`config.mk`:
```
export PLATFORM = sky130hd
export DESIGN_NAME = atri_readout_sequencer_flat
export DESIGN_NICKNAME = d
export VERILOG_FILES = /design/src/rtl/atri_readout_sequencer_if.sv /design/src/rtl/atri_readout_sequencer.sv /design/src/flat_wrapper.sv
export SDC_FILE = /design/constraint.sdc
export NUM_CORES = 1
export LEC_CHECK = 0
export BUFFER_PORTS_ARGS = -buffer_cell sky130_fd_sc_hd__buf_2
export CORE_UTILIZATION = 40
export CTS_CLUSTER_DIAMETER = 150
export DETAILED_ROUTE_END_ITERATION = 10
export SLEW_MARGIN = 10
export SYNTH_ARGS = -nofsm -noshare
export SYNTH_HDL_FRONTEND = slang
export SYNTH_SLANG_ARGS = --single-unit
```
`constraint.sdc`:
```
create_clock -name clk -period 3.9 [get_ports clk]
set_clock_uncertainty 0.2 [all_clocks]
set_input_delay 0 -clock clk [delete_from_list [all_inputs] [get_ports clk]]
set_output_delay 0 -clock clk [all_outputs]
set_load 0.005 [all_outputs]
```
`src/rtl/atri_readout_sequencer_if.sv`:
```
// Bus bundle for atri_readout_sequencer: control handshake, instruction ROM port,
// event inputs and datapath write port.
interface atri_readout_sequencer_if;
    logic        start;
    logic        abort;
    logic        busy;
    logic        done;
    logic        error;
    logic [9:0]  rom_addr;
    logic [17:0] rom_data;
    logic [7:0]  ev;
    logic [5:0]  port_id;
    logic [7:0]  port_data;
    logic        port_wr;
    logic [9:0]  pc;

    modport master (
        input  start, abort, rom_data, ev,
        output busy, done, error, rom_addr, port_id, port_data, port_wr, pc
    );

    modport slave (
        output start, abort, rom_data, ev,
        input  busy, done, error, rom_addr, port_id, port_data, port_wr, pc
    );
endinterface

```
`src/rtl/atri_readout_sequencer.sv`:
```
// ATRI readout micro-sequencer: fetches 18-bit instructions from the readout ROM and executes them.
// Optional WAIT timeout enabled by defining ATRI_SEQ_WAIT_TIMEOUT_EN.
module atri_readout_sequencer #(
    parameter int unsigned START_ADDR   = 0,
    parameter int unsigned STACK_DEPTH  = 4,
    parameter int unsigned WAIT_TIMEOUT = 65535
) (
    input  logic                        clk,
    input  logic                        rst_n,
    atri_readout_sequencer_if.master    bus
);
    localparam int unsigned SPW = $clog2(STACK_DEPTH + 1);
    localparam int unsigned IW  = $clog2(STACK_DEPTH);

    if (STACK_DEPTH < 2 || STACK_DEPTH > 8 || WAIT_TIMEOUT < 1 || WAIT_TIMEOUT > 65535) begin : g_param_check
        $error("atri_readout_sequencer: parameter out of range");
    end

    typedef enum logic [2:0] {S_IDLE, S_FETCH, S_EXEC, S_DELAY, S_WAIT} state_t;

    state_t          state;
    logic [9:0]      pc_r;
    logic [SPW-1:0]  sp;
    logic [9:0]      stack [STACK_DEPTH];
    logic [13:0]     loop_cnt;
    logic [13:0]     dly_cnt;
    logic [2:0]      wait_sel;
    logic            wait_pol;
    logic            busy_r, done_r, error_r, port_wr_r;
    logic [5:0]      port_id_r;
    logic [7:0]      port_data_r;
`ifdef ATRI_SEQ_WAIT_TIMEOUT_EN
    logic [15:0]     tmo_cnt;
`endif

    logic [3:0]      opcode;
    logic [9:0]      pc_inc;
    logic [9:0]      target;
    logic [13:0]     cnt_dec;
    logic [SPW-1:0]  sp_inc;
    logic [SPW-1:0]  sp_dec;
    logic            ev_hit_exec;
    logic            ev_hit_wait;

    assign opcode      = bus.rom_data[17:14];
    assign target      = bus.rom_data[9:0];
    assign pc_inc      = pc_r + 10'd1;
    assign cnt_dec     = loop_cnt - 14'd1;
    assign sp_inc      = sp + SPW'(1);
    assign sp_dec      = sp - SPW'(1);
    assign ev_hit_exec = (bus.ev[bus.rom_data[2:0]] == bus.rom_data[3]);
    assign ev_hit_wait = (bus.ev[wait_sel] == wait_pol);

    assign bus.busy      = busy_r;
    assign bus.done      = done_r;
    assign bus.error     = error_r;
    assign bus.port_wr   = port_wr_r;
    assign bus.port_id   = port_id_r;
    assign bus.port_data = port_data_r;
    assign bus.pc        = pc_r;
    assign bus.rom_addr  = pc_r;

    always_ff @(posedge clk or negedge rst_n) begin
        if (!rst_n) begin
            state       <= S_IDLE;
            pc_r        <= 10'(START_ADDR);
            sp          <= '0;
            loop_cnt    <= '0;
            dly_cnt     <= '0;
            wait_sel    <= '0;
            wait_pol    <= 1'b0;
            busy_r      <= 1'b0;
            done_r      <= 1'b0;
            error_r     <= 1'b0;
            port_wr_r   <= 1'b0;
            port_id_r   <= '0;
            port_data_r <= '0;
            for (int unsigned i = 0; i < STACK_DEPTH; i++) stack[i] <= '0;
`ifdef ATRI_SEQ_WAIT_TIMEOUT_EN
            tmo_cnt     <= '0;
`endif
        end else begin
            done_r    <= 1'b0;
            port_wr_r <= 1'b0;
            // Abort outranks everything, including the instruction currently in EXEC.
            if (state != S_IDLE && bus.abort) begin
                state       <= S_IDLE;
                busy_r      <= 1'b0;
                pc_r        <= 10'(START_ADDR);
                sp          <= '0;
                loop_cnt    <= '0;
                port_id_r   <= '0;
                port_data_r <= '0;
            end else begin
                case (state)
                    S_IDLE: begin
                        if (bus.start && !bus.abort) begin
                            pc_r    <= 10'(START_ADDR);
                            sp      <= '0;
                            error_r <= 1'b0;
                            busy_r  <= 1'b1;
                            state   <= S_FETCH;
                        end
                    end
                    S_FETCH: state <= S_EXEC;
                    S_EXEC: begin
                        state <= S_FETCH;
                        case (opcode)
                            4'd0: pc_r <= pc_inc;
                            4'd1: begin
                                port_id_r   <= bus.rom_data[13:8];
                                port_data_r <= bus.rom_data[7:0];
                                port_wr_r   <= 1'b1;
                                pc_r        <= pc_inc;
                            end
                            4'd2: begin
                                if (ev_hit_exec) begin
                                    pc_r <= pc_inc;
                                end else begin
                                    wait_sel <= bus.rom_data[2:0];
                                    wait_pol <= bus.rom_data[3];
                                    state    <= S_WAIT;
`ifdef ATRI_SEQ_WAIT_TIMEOUT_EN
                                    tmo_cnt  <= '0;
`endif
                                end
                            end
                            4'd3: begin
                                if (bus.rom_data[13:0] == 14'd0) begin
                                    pc_r <= pc_inc;
                                end else begin
                                    dly_cnt <= bus.rom_data[13:0];
                                    state   <= S_DELAY;
                                end
                            end
                            4'd4: pc_r <= target;
                            4'd5: begin
                                if (sp == SPW'(STACK_DEPTH)) begin
                                    error_r <= 1'b1;
                                    busy_r  <= 1'b0;
                                    state   <= S_IDLE;
                                end else begin
                                    stack[sp[IW-1:0]] <= pc_inc;
                                    sp                <= sp_inc;
                                    pc_r              <= target;
                                end
                            end
                            4'd6: begin
                                if (sp == '0) begin
                                    error_r <= 1'b1;
                                    busy_r  <= 1'b0;
                                    state   <= S_IDLE;
                                end else begin
                                    pc_r <= stack[sp_dec[IW-1:0]];
                                    sp   <= sp_dec;
                                end
                            end
                            4'd7: begin
                                loop_cnt <= bus.rom_data[13:0];
                                pc_r     <= pc_inc;
                            end
                            4'd8: begin
                                loop_cnt <= cnt_dec;
                                pc_r     <= (cnt_dec != 14'd0) ? target : pc_inc;
                            end
                            4'd9: begin
                                done_r <= 1'b1;
                                busy_r <= 1'b0;
                                state  <= S_IDLE;
                            end
                            default: begin
                                error_r <= 1'b1;
                                busy_r  <= 1'b0;
                                state   <= S_IDLE;
                            end
                        endcase
                    end
                    S_DELAY: begin
                        if (dly_cnt == 14'd1) begin
                            pc_r  <= pc_inc;
                            state <= S_FETCH;
                        end else begin
                            dly_cnt <= dly_cnt - 14'd1;
                        end
                    end
                    S_WAIT: begin
                        if (ev_hit_wait) begin
                            pc_r  <= pc_inc;
                            state <= S_FETCH;
                        end
`ifdef ATRI_SEQ_WAIT_TIMEOUT_EN
                        else if (tmo_cnt == 16'(WAIT_TIMEOUT - 1)) begin
                            error_r <= 1'b1;
                            busy_r  <= 1'b0;
                            state   <= S_IDLE;
                        end else begin
                            tmo_cnt <= tmo_cnt + 16'd1;
                        end
`endif
                    end
                    default: state <= S_IDLE;
                endcase
            end
        end
    end
endmodule

```
`src/flat_wrapper.sv`:
```
// flat-port wrapper written by rule: the top's interface ports become plain ports
module atri_readout_sequencer_flat 
#(
    parameter int unsigned START_ADDR   = 0,
    parameter int unsigned STACK_DEPTH  = 4,
    parameter int unsigned WAIT_TIMEOUT = 65535
)
  (clk, rst_n, bus_start, bus_abort, bus_rom_data, bus_ev, bus_busy, bus_done, bus_error, bus_rom_addr, bus_port_id, bus_port_data, bus_port_wr, bus_pc);
  atri_readout_sequencer_if bus_i ();
  input  logic clk;
  input  logic rst_n;
  input wire logic [$bits(bus_i.start)-1:0] bus_start;
  input wire logic [$bits(bus_i.abort)-1:0] bus_abort;
  input wire logic [$bits(bus_i.rom_data)-1:0] bus_rom_data;
  input wire logic [$bits(bus_i.ev)-1:0] bus_ev;
  output wire logic [$bits(bus_i.busy)-1:0] bus_busy;
  output wire logic [$bits(bus_i.done)-1:0] bus_done;
  output wire logic [$bits(bus_i.error)-1:0] bus_error;
  output wire logic [$bits(bus_i.rom_addr)-1:0] bus_rom_addr;
  output wire logic [$bits(bus_i.port_id)-1:0] bus_port_id;
  output wire logic [$bits(bus_i.port_data)-1:0] bus_port_data;
  output wire logic [$bits(bus_i.port_wr)-1:0] bus_port_wr;
  output wire logic [$bits(bus_i.pc)-1:0] bus_pc;
  assign bus_i.start = bus_start;
  assign bus_i.abort = bus_abort;
  assign bus_i.rom_data = bus_rom_data;
  assign bus_i.ev = bus_ev;
  assign bus_busy = bus_i.busy;
  assign bus_done = bus_i.done;
  assign bus_error = bus_i.error;
  assign bus_rom_addr = bus_i.rom_addr;
  assign bus_port_id = bus_i.port_id;
  assign bus_port_data = bus_i.port_data;
  assign bus_port_wr = bus_i.port_wr;
  assign bus_pc = bus_i.pc;
  atri_readout_sequencer #(.START_ADDR(START_ADDR), .STACK_DEPTH(STACK_DEPTH), .WAIT_TIMEOUT(WAIT_TIMEOUT)) u_core (.clk(clk), .rst_n(rst_n), .bus(bus_i));
endmodule
```
==> Word level (Yosys, flattened, before mapping) <==
Cells that the tools add are included.
{ "word_totals": {"reg_bits": 106, "latchBits": 0, "ram_bits": 0, "rom_bits": 0, "input_bits": 30, "output_inout_bits": 38, "wordCells": 166, "memories": 0} }
{ "op_classes": {"n_addsub": 5, "n_mul": 0, "n_div": 0, "n_lt_le_gt_ge": 5, "n_eq_ne": 36, "n_shift": 0, "n_mux": 67, "bitwise": 5, "reduce_logical": 31} }
{ "ops": {"columns": ["operator", "n"], "rows": [
  ["$mux W10", 12],
  ["$mux W14", 5],
  ["$pmux W10 S7", 1],
  ["$pmux W14 S2", 2],
  ["$bwmux W40", 1],
  ["$pmux W10 S4", 1],
  ["$pmux W3 S5", 2],
  ["$sub A14 B1 Y14 const B", 2],
  ["$mux W3", 9],
  ["$mux W8", 3],
  ["$bmux W10 S2", 1],
  ["$demux W10 S2", 1],
  ["$ne A4 B2 Y1 const B", 5],
  ["$mux W6", 3],
  ["$mux W1", 17],
  ["$eq A4 B3 Y1 const B", 4],
  ["$reduce_and A5 Y1", 3],
  ["$eq A14 B1 Y1 const B", 1],
  ["$logic_not A14 Y1", 1],
  ["$reduce_bool A14 Y1", 1],
  ["$pmux W3 S2", 2],
  ["$add A10 B1 Y10 const B", 1],
  ["$ne A3 B1 Y1 const B", 3],
  ["$ne A3 B2 Y1 const B", 3],
  ["38 further kinds", 65]
]} }

==> Logic depth before layout (Yosys ltp) <==
{ "logic_depth": {"depth_word": 9, "mapped_depth": 12, "mapped_depth_nobuf": 10} }

==> Worst setup path after synthesis <==
OpenSTA, ideal clock, no wires.
{ "synth_path": {"path_kind": "reg-to-reg", "start": "register u_core.sp[0]", "end": "register u_core.pc_r[2], in the netlist u_core.bus.pc[2]", "setup_time_ps": 134, "arrival_time_ps": 3038, "t_required_ps": 3566, "path_slack_ps": 528, "stages_incl_launch_ff": 13, "path_buffers": 2, "synth_period_minus_slack_ps": 3372, "cell_sequence": "dfrtp_1 -> clkbuf_1 -> inv_1 -> ha_1 -> ha_1 -> and3b_1 -> o21ai_0 -> a41oi_1 -> a22o_1 -> a211o_1 -> clkbuf_1 -> o21ai_0 -> o31ai_2"} }
{ "synth_between": {"elab_chain_cells": 9} }
{ "synth_rtl": {"columns": ["element", "line_no", "text"], "rows": [
  ["from (decl)", "atri_readout_sequencer.sv:23", "logic [SPW-1:0] sp;"],
  ["from (signal assigned)", "atri_readout_sequencer.sv:144", "sp <= sp_inc;"],
  ["from (signal assigned)", "atri_readout_sequencer.sv:155", "sp <= sp_dec;"],
  ["$sub A3 B1 Y3", "atri_readout_sequencer.sv:50", "assign sp_dec = sp - SPW'(1);"],
  ["$not A2 Y3 (implied by the code)", "atri_readout_sequencer.sv:154", "pc_r <= stack[sp_dec[IW-1:0]];"],
  ["$bmux W10 S2", "atri_readout_sequencer.sv:154", null],
  ["$mux W10 (implied by the code) (2 in series)", "atri_readout_sequencer.sv:154", null],
  ["$mux W10", "atri_readout_sequencer.sv:149", "if (sp == '0) begin"],
  ["$pmux W10 S7", "atri_readout_sequencer.sv:108", "case (opcode)"],
  ["$pmux W10 S4", "atri_readout_sequencer.sv:95", "case (state)"],
  ["$mux W10", "atri_readout_sequencer.sv:86", "if (state != S_IDLE && bus.abort) begin"],
  ["to (signal assigned)", "atri_readout_sequencer.sv:89", "pc_r <= 10'(START_ADDR);"],
  ["to (signal assigned)", "atri_readout_sequencer.sv:98", "pc_r <= 10'(START_ADDR);"],
  ["to (signal assigned)", "atri_readout_sequencer.sv:109", "4'd0: pc_r <= pc_inc;"],
  ["to (decl)", "atri_readout_sequencer.sv:22", "logic [9:0] pc_r;"]
]} }
Parallel ways exist; a longest one is shown, timed or not. The select of a mux whose other input is x is not followed.
A chain may end at the register's enable or synchronous reset.

==> Worst setup path in the final report <==
{ "layout_path": {"start": "register u_core.loop_cnt[0]", "end": "register u_core.pc_r[1], in the netlist u_core.bus.pc[1]"} }
{ "layout_between": {"elab_chain_cells": 6} }
{ "layout_rtl": {"columns": ["element", "line_no", "text"], "rows": [
  ["from (decl)", "atri_readout_sequencer.sv:25", "logic [13:0] loop_cnt;"],
  ["from (signal assigned)", "atri_readout_sequencer.sv:159", "loop_cnt <= bus.rom_data[13:0];"],
  ["from (signal assigned)", "atri_readout_sequencer.sv:163", "loop_cnt <= cnt_dec;"],
  ["$sub A14 B1 Y14", "atri_readout_sequencer.sv:48", "assign cnt_dec = loop_cnt - 14'd1;"],
  ["$reduce_bool A14 Y1", "atri_readout_sequencer.sv:164", "pc_r <= (cnt_dec != 14'd0) ? target : pc_inc;"],
  ["$mux W10", "atri_readout_sequencer.sv:164", null],
  ["$pmux W10 S7", "atri_readout_sequencer.sv:108", null],
  ["$pmux W10 S4", "atri_readout_sequencer.sv:95", null],
  ["$mux W10", "atri_readout_sequencer.sv:86", null],
  ["to (signal assigned)", "atri_readout_sequencer.sv:89", null],
  ["to (signal assigned)", "atri_readout_sequencer.sv:109", null],
  ["to (signal assigned)", "atri_readout_sequencer.sv:164", null]
]} }
No other way between the ends.

==> flow_metrics.env <==
export IMPL_status="finished, final reports clean"
export IMPL_whs_ns=0.03242
export IMPL_crit_arrival_ns=3.32
export IMPL_dr_pass1_iters=5
export IMPL_critPathKind="reg -> reg"
export IMPL_h_tree_depth=3
export IMPL_dieWidth_um=126.6
export IMPL_ys_types=65
export IMPL_fmax_mhz=305.0
export IMPL_drive_gt1_share_pct=16.98
export IMPL_io_buffer_count=67
export IMPL_start_util_pct=40.88
export IMPL_n_antenna_cell=0
export IMPL_p_int_mw=2.126
export IMPL_p_per_area_mw_per_mm2=470.3
export IMPL_grt_pass1_wl_um=28760
export IMPL_num_rows=45
export IMPL_clock_sinks=106
export IMPL_pin_count=68
export IMPL_critPathMaxFanout=10
export IMPL_drt_drc_violations_left=0
export IMPL_synth_edf_count=0
export IMPL_ys_ff_latch=106
export IMPL_seqPwrFrac_pct=41.6
export IMPL_reg2reg_from="u_core.loop_cnt[0]"
export IMPL_ir_worst_vdd_mv=0.2584
export IMPL_r2r_end="u_core.bus.pc[1]"
export IMPL_fin_ws_ns=0.6209
export IMPL_grt_start_max_net_pins=86
export IMPL_p_sw_mw=1.228
export IMPL_cts_resized=0
export IMPL_drv_cap=0
export IMPL_synth_area_leaders="dfrtp_1 43%, o21ai_0 7.7%, mux4_2 5.1%"
export IMPL_min_path_type="in -> reg"
export IMPL_nNetsFinal=772
export IMPL_final_setup_tns_ns=0
export IMPL_clkTransAtPathRegs_ns=0.07
export IMPL_dp_hpwl_um=12310
export IMPL_r2r_setup_slack_ns=0.62
export IMPL_wl_met3_um=800
export IMPL_tightest_slew_ns=0.8916
export IMPL_regArea_mm2=0.002653
export IMPL_grt_overflow=0
export IMPL_grt_pass1_vias=5401
export IMPL_finalWirelength_um=17630
export IMPL_drtIter0Drc=434
export IMPL_wl_per_cell_um=19.08
export IMPL_min_to="u_core.state[1]"
export IMPL_p_comb_share_pct=30.2
export IMPL_cts_buffers=9
export IMPL_syn_area_mm2=0.006215
export IMPL_switching_share_pct=36.61
export IMPL_ant_nets=0
export IMPL_period_minus_slack_ns=3.279
export IMPL_cp_start_kind="flip-flop"
export IMPL_antenna_found_initial=0
export IMPL_setup_viol=0
export IMPL_synth_cells=678
export IMPL_gp_congestion=0.8951
export IMPL_track_usage_pct=23.03
export IMPL_min_delay_start="bus_rom_data[15]"
export IMPL_synth_common_cells="106 x dfrtp_1, 95 x o21ai_0, 71 x nand2_1"
export IMPL_cp_data_required_time_ns=3.94
export IMPL_hold_viol=0
export IMPL_grt_setup_unrepaired="no"
export IMPL_clock_latency_ns=0.35
export IMPL_core_mm2=0.01520
export IMPL_die_area_mm2=0.01604
export IMPL_r2r_cells=9
export IMPL_cts_tree="built"
export IMPL_pwr_share_clk_pct=28.2
export IMPL_cts_path_max_buffers=2
export IMPL_slew_violations=0
export IMPL_yosysMostFrequentCell="dfrtp_1"
export IMPL_topRoutingLayerUsed="met4"
export IMPL_synth_fp_nets=719
export IMPL_cts_root_buf="clkbuf_16"
export IMPL_drt_vias_per_instance=5.990
export IMPL_finalCritPeriodShare_pct=84.08
export IMPL_route_met2_wl_um=8137
export IMPL_synth_async_reset_ratio_pct=100.0
export IMPL_vias=5535
export IMPL_cts_setup_buffers=0
export IMPL_wl_met1_um=8124
export IMPL_slew_headroom_pct=40.56
export IMPL_cp_end_kind="flip-flop"
export IMPL_p_leak_nw=3.179
export IMPL_pre_cts_ws_ns=0.6382
export IMPL_yosysTopAreaCell="dfrtp_1"
export IMPL_syn_avg_cell_area_um2=9.166
export IMPL_ys_flop_type="dfrtp_1"
export IMPL_ys_seq_area_share_pct=42.68
export IMPL_die_h_um=126.6
export IMPL_area_growth_pct=14.76
export IMPL_ys_warnings_count=0
export IMPL_multi_input_area_mm2=0.003203
export IMPL_fillCellCount=1443
export IMPL_synth_top_cell_area_share_pct=42.68
export IMPL_whs_path_depth=3
[worst max path at each step]
stage,start,slack [ns],end
2_1_floorplan,u_core.sp[0],0.53,u_core.bus.pc[2]
3_3_place_gp,u_core.loop_cnt[0],0.75,u_core.bus.pc[1]
3_5_place_dp,u_core.loop_cnt[0],0.64,u_core.bus.pc[1]
4_1_cts,u_core.loop_cnt[0],0.64,u_core.bus.pc[1]
5_1_grt,u_core.loop_cnt[0],0.46,u_core.bus.pc[2]
6_report,u_core.loop_cnt[0],0.62,u_core.bus.pc[1]
[cells by family after synthesis]
family | Yosys count | share of synthesized area, %
and+or+nand+nor | 226 | 18.12
AOI/OAI and AO/OA | 226 | 23.52
muxes | 22 | 6.422
buffers and inverters | 78 | 5.778
adders and majority gates | 11 | 2.215
xor gates and xnor gates | 9 | 1.268
DFF | 106 | 42.68
[timing repair]
action | 4_1_cts | 5_1_grt
endpoints found under the setup margin | 0 | 0
endpoints found under the hold margin | 139 | 29
hold buffers | 21 | 1
[worst max-delay path, cell delays in order, from the launching register on]
cell       delay, ns
dfrtp_1         0.43
inv_1           0.11
ha_1            0.24
or4b_1          0.59
o31a_1          0.34
a2111oi_0       0.39
and3_1          0.23
nor3_2          0.10
a211o_1         0.32
a22o_1          0.20
[flip-flops by register name, indices dropped and copies added, names as in the netlist]
register	flops
u_core.stack	40
u_core.dly_cnt	14
u_core.loop_cnt	14
u_core.bus.pc	10
u_core.bus.port_data	8
u_core.bus.port_id	6
u_core.sp	3
u_core.state	3
u_core.wait_sel	3
u_core.bus.busy	1
u_core.bus.done	1
u_core.bus.error	1
u_core.bus.port_wr	1
u_core.wait_pol	1
[final cells by class]
type | count | share of cell area, %
clock buffer | 10 | 3.211
timing repair buffer | 101 | 9.368
sequential | 106 | 37.19
clock inverter | 6 | 1.018
multi-input combinational | 494 | 44.91
tap | 188 | 3.298
inverter | 19 | 1.000
[routing by layer]
| layer | GRT usage [%] | up-vias |
|---|---|---|
| li1 | - | 2607 |
| met1 | 30.49 | 2730 |
| met2 | 37.28 | 163 |
| met3 | 4.049 | 35 |
| met4 | 9.709 | 0 |
| met5 | 0 | - |
[placed cells by master, fill, tap and decap left out, drive strengths merged, types with 3 or more instances in the layout]
cell type,instances
and3b,3
mux2i,5
nor4,16
o22ai,4
ha,11
nor3b,5
a22oi,6
and3,5
mux4,14
nand2,71
xor2,8
or3,7
or4,5
or2,4
buf,79
inv,21
clkinv,3
o2bb2ai,6
nand3,21
o22a,3
dlygate4sd3,22
o221ai,10
a21oi,39
a22o,32
nor2b,3
dfrtp,106
nor2,49
o31ai,4
nor3,14
a31oi,5
nand2b,4
and2,5
clkbuf,10
o21ai,95
nand4,9
mux2,3
[per-stage QoR]
stage / util, % / area, um^2 / std cells / power [mW]
after floorplan: - / 6215 / 678 / 2.100
after global placement: 43.30 / 6583 / 885 / 2.377
after detailed placement: 43.30 / 6583 / 885 / 2.398
after CTS: 46.67 / 7094 / 922 / 3.365
after global routing: 46.91 / 7132 / 924 / 3.565
final: 46.91 / 7132 / 924 / 3.354
[power groups by stage]
stage          combinational [mW]  clock [mW]  sequential (mW)
2_1_floorplan               0.755           0             1.34
6_report                     1.01       0.946             1.39
4_1_cts                      1.01       0.968             1.39
3_3_place_gp                0.974           0             1.40
3_5_place_dp                0.986           0             1.41
5_1_grt                      1.14        1.01             1.42
Note: power is estimated with default switching activity, not from simulation.
